<file path="config.mk">
export PLATFORM = sky130hd
export DESIGN_NAME = frv_mem_arbiter
export DESIGN_NICKNAME = d
export VERILOG_FILES = /design/src/rtl/frv_mem_arbiter.sv
export SDC_FILE = /design/constraint.sdc
export NUM_CORES = 1
export LEC_CHECK = 0
export BUFFER_PORTS_ARGS = -buffer_cell sky130_fd_sc_hd__buf_2
export CAP_MARGIN = 40
export CORE_AREA = 8 8 120 122
export DETAILED_ROUTE_END_ITERATION = 10
export DIE_AREA = 0 0 128 130
export GPL_ROUTABILITY_DRIVEN = 0
export HOLD_SLACK_MARGIN = 0.12
export PLACE_DENSITY_LB_ADDON = 0.3
export SLEW_MARGIN = 30
export SYNTH_ARGS = -nofsm -noshare
export SYNTH_HDL_FRONTEND = slang
export SYNTH_SLANG_ARGS = --single-unit
</file>
<file path="constraint.sdc">
create_clock -name g_clk -period 2.21 [get_ports g_clk]
set_input_delay 0.221 -clock g_clk [delete_from_list [all_inputs] [get_ports g_clk]]
set_output_delay 0.221 -clock g_clk [all_outputs]
set_load 0.05 [all_outputs]
</file>
<file path="src/rtl/frv_mem_arbiter.sv">
// frv_mem_arbiter: merges the core's imem and dmem ports onto one shared
// memory bus. New requests are arbitrated (lock, single requester, then
// round-robin or fixed priority). The owner of every accepted request is
// pushed into an in-order tag FIFO, and in-order responses are routed back
// to the port at the FIFO head.
module frv_mem_arbiter #(
    parameter int OUTSTANDING = 2,
    parameter bit DMEM_FIRST  = 1'b1,
    parameter bit ROUND_ROBIN = 1'b1
) (
    input  logic        g_clk,
    input  logic        g_resetn,

    input  logic        imem_req,
    input  logic        imem_wen,
    input  logic [3:0]  imem_strb,
    input  logic [31:0] imem_addr,
    input  logic [31:0] imem_wdata,
    output logic        imem_gnt,
    output logic        imem_recv,
    input  logic        imem_ack,
    output logic        imem_error,
    output logic [31:0] imem_rdata,

    input  logic        dmem_req,
    input  logic        dmem_wen,
    input  logic [3:0]  dmem_strb,
    input  logic [31:0] dmem_addr,
    input  logic [31:0] dmem_wdata,
    output logic        dmem_gnt,
    output logic        dmem_recv,
    input  logic        dmem_ack,
    output logic        dmem_error,
    output logic [31:0] dmem_rdata,

    output logic        mem_req,
    output logic        mem_wen,
    output logic [3:0]  mem_strb,
    output logic [31:0] mem_addr,
    output logic [31:0] mem_wdata,
    input  logic        mem_gnt,
    input  logic        mem_recv,
    output logic        mem_ack,
    input  logic        mem_error,
    input  logic [31:0] mem_rdata,

    output logic        busy,
    output logic        spurious
);

    // Pointer and counter widths; a depth of 1 still needs a 1-bit pointer.
    localparam int PW = (OUTSTANDING > 1) ? $clog2(OUTSTANDING) : 1;
    localparam int CW = $clog2(OUTSTANDING + 1);
    localparam logic [CW-1:0] C_FULL = CW'(OUTSTANDING);

    // Source tag encoding, also used for the round-robin pointer.
    localparam logic SRC_IMEM = 1'b0;
    localparam logic SRC_DMEM = 1'b1;

    typedef enum logic [1:0] {
        LK_IDLE = 2'd0,
        LK_IMEM = 2'd1,
        LK_DMEM = 2'd2
    } lock_state_t;

    // Advance a FIFO pointer, wrapping modulo OUTSTANDING (a power of two).
    function automatic logic [PW-1:0] ptr_inc(input logic [PW-1:0] p);
        if (OUTSTANDING == 1) begin
            ptr_inc = {PW{1'b0}};
        end else begin
            ptr_inc = p + PW'(1);
        end
    endfunction

    lock_state_t          r_lock_state;
    lock_state_t          w_lock_state_nxt;
    logic                 r_rr_ptr;
    logic [OUTSTANDING-1:0] r_tag;
    logic [PW-1:0]        r_wptr;
    logic [PW-1:0]        r_rptr;
    logic [CW-1:0]        r_count;
    logic                 r_spurious;

    logic                 w_lock;
    logic                 w_lock_src;
    logic                 w_conflict;
    logic                 w_sel;
    logic                 w_sel_req;
    logic                 w_full;
    logic                 w_empty;
    logic                 w_mem_req;
    logic                 w_push;
    logic                 w_pop;
    logic                 w_head;
    logic                 w_own_imem;
    logic                 w_own_dmem;
    logic                 w_mem_ack;

    assign w_full  = (r_count == C_FULL);
    assign w_empty = (r_count == {CW{1'b0}});
    assign w_head  = r_tag[r_rptr];

    // Decode the lock state into an active flag and the locked source.
    always_comb begin
        w_lock     = 1'b0;
        w_lock_src = SRC_IMEM;
        case (r_lock_state)
            LK_IMEM: begin
                w_lock     = 1'b1;
                w_lock_src = SRC_IMEM;
            end
            LK_DMEM: begin
                w_lock     = 1'b1;
                w_lock_src = SRC_DMEM;
            end
            default: begin
                w_lock     = 1'b0;
                w_lock_src = SRC_IMEM;
            end
        endcase
    end

    // Source selection: a held lock wins, then a lone requester, then the conflict policy.
    always_comb begin
        w_conflict = imem_req & dmem_req;
        w_sel      = SRC_DMEM;
        if (w_lock) begin
            w_sel = w_lock_src;
        end else if (w_conflict) begin
            if (ROUND_ROBIN) begin
                w_sel = r_rr_ptr;
            end else begin
                w_sel = DMEM_FIRST ? SRC_DMEM : SRC_IMEM;
            end
        end else if (imem_req) begin
            w_sel = SRC_IMEM;
        end else begin
            w_sel = SRC_DMEM;
        end
    end

    // Request path: mux the selected port onto the bus; full blocks without looking at pops.
    always_comb begin
        w_sel_req = w_sel ? dmem_req : imem_req;
        w_mem_req = w_sel_req & ~w_full & g_resetn;
        w_push    = w_mem_req & mem_gnt;
        if (w_sel == SRC_DMEM) begin
            mem_wen   = dmem_wen;
            mem_strb  = dmem_strb;
            mem_addr  = dmem_addr;
            mem_wdata = dmem_wdata;
        end else begin
            mem_wen   = imem_wen;
            mem_strb  = imem_strb;
            mem_addr  = imem_addr;
            mem_wdata = imem_wdata;
        end
        mem_req  = w_mem_req;
        imem_gnt = w_push & (w_sel == SRC_IMEM);
        dmem_gnt = w_push & (w_sel == SRC_DMEM);
    end

    // Response path: the FIFO head owns the response; an empty FIFO drains stray responses.
    always_comb begin
        w_own_imem = ~w_empty & (w_head == SRC_IMEM);
        w_own_dmem = ~w_empty & (w_head == SRC_DMEM);
        imem_recv  = mem_recv & w_own_imem;
        dmem_recv  = mem_recv & w_own_dmem;
        imem_error = w_own_imem ? mem_error : 1'b0;
        dmem_error = w_own_dmem ? mem_error : 1'b0;
        imem_rdata = w_own_imem ? mem_rdata : 32'h0000_0000;
        dmem_rdata = w_own_dmem ? mem_rdata : 32'h0000_0000;
        if (w_empty) begin
            w_mem_ack = mem_recv;
        end else if (w_own_dmem) begin
            w_mem_ack = dmem_ack;
        end else begin
            w_mem_ack = imem_ack;
        end
        mem_ack = w_mem_ack;
        w_pop   = mem_recv & w_mem_ack & ~w_empty;
    end

    // Lock next-state: hold a stalled request until accepted, release if its requester gives up.
    always_comb begin
        w_lock_state_nxt = r_lock_state;
        if (w_push) begin
            w_lock_state_nxt = LK_IDLE;
        end else if (w_mem_req) begin
            w_lock_state_nxt = (w_sel == SRC_DMEM) ? LK_DMEM : LK_IMEM;
        end else if (!w_sel_req) begin
            w_lock_state_nxt = LK_IDLE;
        end else begin
            w_lock_state_nxt = r_lock_state;
        end
    end

    // Lock state register.
    always_ff @(posedge g_clk or negedge g_resetn) begin
        if (!g_resetn) begin
            r_lock_state <= LK_IDLE;
        end else begin
            r_lock_state <= w_lock_state_nxt;
        end
    end

    // Round-robin pointer: after a contested acceptance, favour the port that lost.
    always_ff @(posedge g_clk or negedge g_resetn) begin
        if (!g_resetn) begin
            r_rr_ptr <= SRC_DMEM;
        end else if (w_push && w_conflict) begin
            r_rr_ptr <= ~w_sel;
        end else begin
            r_rr_ptr <= r_rr_ptr;
        end
    end

    // In-order tag FIFO recording the owner of every accepted request.
    always_ff @(posedge g_clk or negedge g_resetn) begin
        if (!g_resetn) begin
            r_tag   <= {OUTSTANDING{1'b0}};
            r_wptr  <= {PW{1'b0}};
            r_rptr  <= {PW{1'b0}};
            r_count <= {CW{1'b0}};
        end else begin
            if (w_push) begin
                r_tag[r_wptr] <= w_sel;
                r_wptr        <= ptr_inc(r_wptr);
            end
            if (w_pop) begin
                r_rptr <= ptr_inc(r_rptr);
            end
            case ({w_push, w_pop})
                2'b10:   r_count <= r_count + CW'(1);
                2'b01:   r_count <= r_count - CW'(1);
                default: r_count <= r_count;
            endcase
        end
    end

    // Sticky flag for responses that arrived with nothing outstanding.
    always_ff @(posedge g_clk or negedge g_resetn) begin
        if (!g_resetn) begin
            r_spurious <= 1'b0;
        end else if (mem_recv && w_empty) begin
            r_spurious <= 1'b1;
        end else begin
            r_spurious <= r_spurious;
        end
    end

    assign busy     = ~w_empty | w_lock;
    assign spurious = r_spurious;

endmodule

</file>
==> results of run 1 <==
## worst min path at each step
stage | start | cells after the start | to | slack, ns
after floorplan | g_resetn | 0 | r_count[0] | -0.07
after global placement | g_resetn | 1 | r_wptr | 0.11
after detailed placement | g_resetn | 1 | r_count[1] | 0.12
after CTS | dmem_req | 2 | r_rr_ptr | 0.22
after global routing | dmem_req | 2 | r_rr_ptr | 0.24
final | dmem_req | 2 | r_rr_ptr | 0.24
## layout make-up
class | count | area, µm²
diodes | 1 | 2.50
clock buffers | 4 | 88.8
fillers | 1307 | 8290
inverters | 2 | 7.51
multi-input cells | 188 | 1600
flip-flops and latches | 10 | 251
well taps | 172 | 215
repair buffers | 330 | 1960
## worst reg2reg max path: stages (launching register included)
cell and delay [ns]:
dfrtp_1 0.40, ha_4 0.32, buf_4 0.12, o21a_1 0.12, o2bb2ai_2 0.08, buf_4 0.15, or3_4 0.37, mux2_4 0.30
## through the flow
step	cells	util (%)	area, µm²	worst slack, ns	TNS, ns
CTS	708	33.0	4100	-0.000761	-0.00146
global route	707	33.2	4130	-0.0588	-0.985
finish	707	33.2	4130	0.0274	0
global placement	698	30.0	3720	0.123	0
floorplan	214	-	1910	0.0731	0
detailed placement	698	30.0	3720	0.0708	0
## logic make-up after synthesis
logic type / Yosys count / share of synthesized area, %
buffers and inverters: 16 / 5.71
multiplexers: 75 / 44.2
adder cells (fa/ha/maj): 2 / 1.31
AND/OR/NAND/NOR: 93 / 28.7
XOR/XNOR: 3 / 1.38
AO/OA/AOI/OAI: 15 / 5.52
flip-flops: 10 / 13.2
## placed cells by master (no fill, tap or decap), drive strengths merged
| cell | instances |
|---|---|
| clkbuf | 4 |
| a31o | 1 |
| o21a | 1 |
| xnor2 | 2 |
| and3 | 1 |
| nor2 | 9 |
| a31oi | 2 |
| mux2i | 5 |
| buf | 329 |
| a41oi | 1 |
| and2 | 68 |
| nand2b | 3 |
| o21ai | 4 |
| ha | 2 |
| nand2 | 7 |
| a21oi | 2 |
| o2bb2ai | 1 |
| or3 | 3 |
| xor2 | 1 |
| diode | 1 |
| and2b | 1 |
| o31ai | 3 |
| dfrtp | 9 |
| dfstp | 1 |
| nand3 | 1 |
| dlygate4sd3 | 1 |
| mux2 | 70 |
| inv | 2 |
## flip-flops by register name, indices dropped and copies added (netlist names)
name and cells:
r_count 2, r_lock_state 2, r_rptr 1, r_rr_ptr 1
r_tag 2, r_wptr 1, spurious 1
## metal layers
metal	vias up	track usage (%)	wire length (µm)
li1	1377	-	-
met1	1290	12.3	4020
met2	173	23.2	6180
met3	4	5.02	1240
met4	0	1.68	75
met5	-	0	0
## what timing repair did
item / 4_1_cts / 5_1_grt
gates cloned: 2 / 0
hold buffers: 1 / 0
setup buffers: 3 / 0
setup endpoints to repair: 128 / 122
gates resized for setup: 58 / 31
hold endpoints to repair: 9 / 0
pin swaps: 2 / 1
==> impl_metrics.ini, run 1 <==
[yosys]
synth-async-reset-ratio_pct = 100
ys_ff_latch = 10
seq_area_frac_synth_pct = 13.2
synth_ff_type = dfrtp_1
yosysTopAreaCell = mux2_2
ys_top_cells_by_count = mux2_2 (69), and2_1 (68), dfrtp_1 (9), nor2_1 (9), nand2_1 (7)
synth_top_area_share_pct = 40.8
synth.top_cells.by_area = mux2_2 (41%), and2_1 (22%), dfrtp_1 (12%), buf_6 (3.0%), mux2i_1 (2.6%)
synth-edff-count = 0
yosysMostFrequentCell = mux2_2
synth.distinct_cells = 29
ys_warn_count = 0
syn_avg_cell_area_um2 = 8.90
syn_area_um2 = 1910
synth_cells = 214
synth_fp_nets = 395

[final_layout]
final_nets = 716
drive_above_1_share_pct = 77.5
syn2layout_area_growth_pct = 117

[floorplan]
fp.dieH_um = 130
fp.dieW_um = 128
core_um2 = 12400
io_pins = 322
rows = 41
die_area_um2 = 16600
start_util_pct = 15.3

[global_route]
grt_max_degree = 35
grt_pass1_wl_mm = 16.3
grt_pass1_vias = 3102
grt_usage_pct = 12.1
grt.overflow.total = 0
antenna_found_initial = 1

[worst_hold_path]
hp-class = in2reg

[critical_path]
required_ns = 1.99
crit_cells = 5
endpoint_kind = output pin
cp_slowest_stage_delay_ns = 0.40
r2r_setup_slack_ns = 0.24
crit_path_end = mem_wdata[20]
crit_path_cell_trace = ha_4, a31o_4, buf_12, mux2_2, buf_2
cp_num_buf_inv = 2
critPathLaunch = r_lock_state[1]
critPathArrivalTime_ns = 1.96
slowest_stage = dfrtp_1
cp-start-kind = register
reg2reg_from = r_lock_state[1]
path_class = reg2out
crit_path_max_fanout = 22
cp_top_family = flip-flops
reg2reg_to = r_tag[0]
r2r_cells = 7

[detailed_routing]
drt-vias-per-instance = 4.02
drc = 0
drtPass1Iterations = 4
drt-total-wl_mm = 11.5
wl_per_cell_um = 16.3
dr_total_vias = 2844
antenna_left = 0
drt_iter0_drc = 81

[timing]
fin_hold_ws_ns = 0.237
worstMarginPinSlew_ns = 0.423
fmax_mhz = 458
setup_viol = 0
period_minus_slack_ns = 2.18
clock_skew_ns = 0.00158
relSlewSlack_pct = 71.7
fin_crit_sh_pct = 98.8
finalHoldViolCount = 0
rsz0062_at_grt = yes
drv_slew = 0

[outcome]
outcome = finished, final reports clean

[cts]
numCtsBuffers = 3
cts.sinks = 10
clk_pin_slew_ns = 0.04
insertion_delay_ns = 0.23
ctsRootBufferMaster = clkbuf_16
ctsHtreeMaxLevel = 1
clk_path_buf_depth = 2
cts_tree = built

[run]
drv_cap = 0

[placed_design]
dpl.hpwl_mm = 10.1
port_buffers = 321
Power of run 1 is not shown: default switching activity piles up to over one toggle a cycle in this logic, so the estimate is an artifact.
==> run 2: changes to the inputs <==
--- a/config.mk
+++ b/config.mk
@@ -13,7 +13,7 @@
 export GPL_ROUTABILITY_DRIVEN = 0
 export HOLD_SLACK_MARGIN = 0.12
 export PLACE_DENSITY_LB_ADDON = 0.3
-export SLEW_MARGIN = 30
+export RECOVER_POWER = 25
 export SYNTH_ARGS = -nofsm -noshare
 export SYNTH_HDL_FRONTEND = slang
 export SYNTH_SLANG_ARGS = --single-unit
==> impl_metrics.ini, run 2 (synthesis gave the netlist of run 1 again) <==
[global_route]
globalRouteMet3Util_pct = 5.02
top_usage_layer = met2
antenna_found_initial = 1
grt_usage_pct = 12.1
met2_usage_pct = 23.2
grt_max_degree = 35
grt_pass1_vias = 3102
grt.overflow.total = 0
grt_pass1_wl_mm = 16.3
grt_use_met1_pct = 12.3

[critical_path]
crit_path_max_fanout = 22
path_class = reg2out
required_ns = 1.99
cp_top_family = flip-flops
cp_num_buf_inv = 2
crit_path_cell_trace = ha_4, a31o_4, buf_12, mux2_2, buf_2
cp_slowest_stage_delay_ns = 0.40
slowest_stage = dfrtp_1
critPathArrivalTime_ns = 1.96
endpoint_kind = output pin
cp-start-kind = register

[timing]
fmax_mhz = 458
finalHoldViolCount = 0
relSlewSlack_pct = 54.5
rsz0062_at_grt = yes
clock_skew_ns = 0.00151
setup_viol = 0
drv_slew = 0
period_minus_slack_ns = 2.18
finalSetupTns_ns = 0
worstMarginPinSlew_ns = 0.686
fin_crit_sh_pct = 98.8

[final_layout]
drive_above_1_share_pct = 76.6
final_cells = 707
ff_latch_area_um2 = 251
final_nets = 716
reg.largest.list = r_count: 2 flops, r_lock_state: 2 flops, r_tag: 2 flops
multi_input_area_um2 = 1590
final_cell_mix = buf_2 (276), and2_1 (68), mux2_2 (67), buf_6 (30)
fillers = 1311
syn2layout_area_growth_pct = 116
final_common_cell = buf_2

[floorplan]
rows = 41
start_util_pct = 15.3
fp.dieH_um = 130
fp.dieW_um = 128
die_area_um2 = 16600
core_um2 = 12400
io_pins = 322

[cts]
cts.sinks = 10
clk_path_buf_depth = 2
insertion_delay_ns = 0.23
cts_tree = built
numCtsBuffers = 3
ctsHtreeMaxLevel = 1
ctsRootBufferMaster = clkbuf_16
clk_pin_slew_ns = 0.04

[detailed_routing]
drc = 0
dr_total_vias = 2844
drt-vias-per-instance = 4.02
antenna_left = 0
wl_per_cell_um = 16.3
drtPass1Iterations = 4
drt_iter0_drc = 84
drt-total-wl_mm = 11.5

[placed_design]
dpl.hpwl_mm = 10.1
port_buffers = 321
place_inst = 698

[run]
drv_cap = 0

[worst_hold_path]
hp-class = in2reg

[outcome]
outcome = finished, final reports clean
run 2: worst register-to-register path, delay by kind of cell (launching register included):
kind,cells,cell delay [ns]
flops,1,0.38
xor+xnor,1,0.15
fa+ha+maj,2,0.51
simple gates,2,0.37
compound gates,2,0.33
buf+inv,2,0.21
run 2: per-layer routing:
layer	wire [µm]	vias to the layer above
met5	0	-
met4	75	0
met3	1240	4
met2	6190	173
met1	4010	1290
li1	-	1377
run 2: layout make-up:
class | count | share of cell area (%)
sequential | 10 | 6.11
clock buffer | 4 | 2.16
antenna | 1 | 0.0608
inverter | 2 | 0.182
tap | 172 | 5.23
timing repair buffer | 330 | 47.6
multi-input combinational | 188 | 38.7
run 2: timing repair:
action / in CTS / in global routing
hold buffers: 1 / 0
cloned: 2 / 0
setup endpoints to repair: 128 / 122
resized for setup: 58 / 31
setup buffers: 3 / 0
pin swaps: 2 / 1
endpoints found under the hold margin: 9 / 0
run 2: path summary, 6_finish.rpt:
path,endpoint,slack (ns),from,depth (start not counted)
min in group asynchronous,r_tag[1],0.41,g_resetn,2
max in group asynchronous,r_rr_ptr,1.53,g_resetn,2
worst max-delay path,mem_wdata[20],0.03,r_lock_state[1],5
worst min-delay path,r_rr_ptr,0.24,dmem_req,2
worst max register to register,r_count[1],0.18,r_lock_state[0],9
worst min register to register,spurious,0.46,spurious,1
run 2: stage by stage:
stage / instance area, µm² / hold slack [ns] / worst slack (ns) / util, %
after floorplan: 1910 / -0.0746 / 0.0731 / -
after CTS: 4100 / 0.224 / -0.000761 / 33.0
after global routing: 4110 / 0.243 / -0.0588 / 33.1
final: 4110 / 0.237 / 0.0274 / 33.1
after global placement: 3720 / 0.114 / 0.123 / 30.0
after detailed placement: 3720 / 0.122 / 0.0708 / 30.0
Power of run 2 is left out for the same reason.
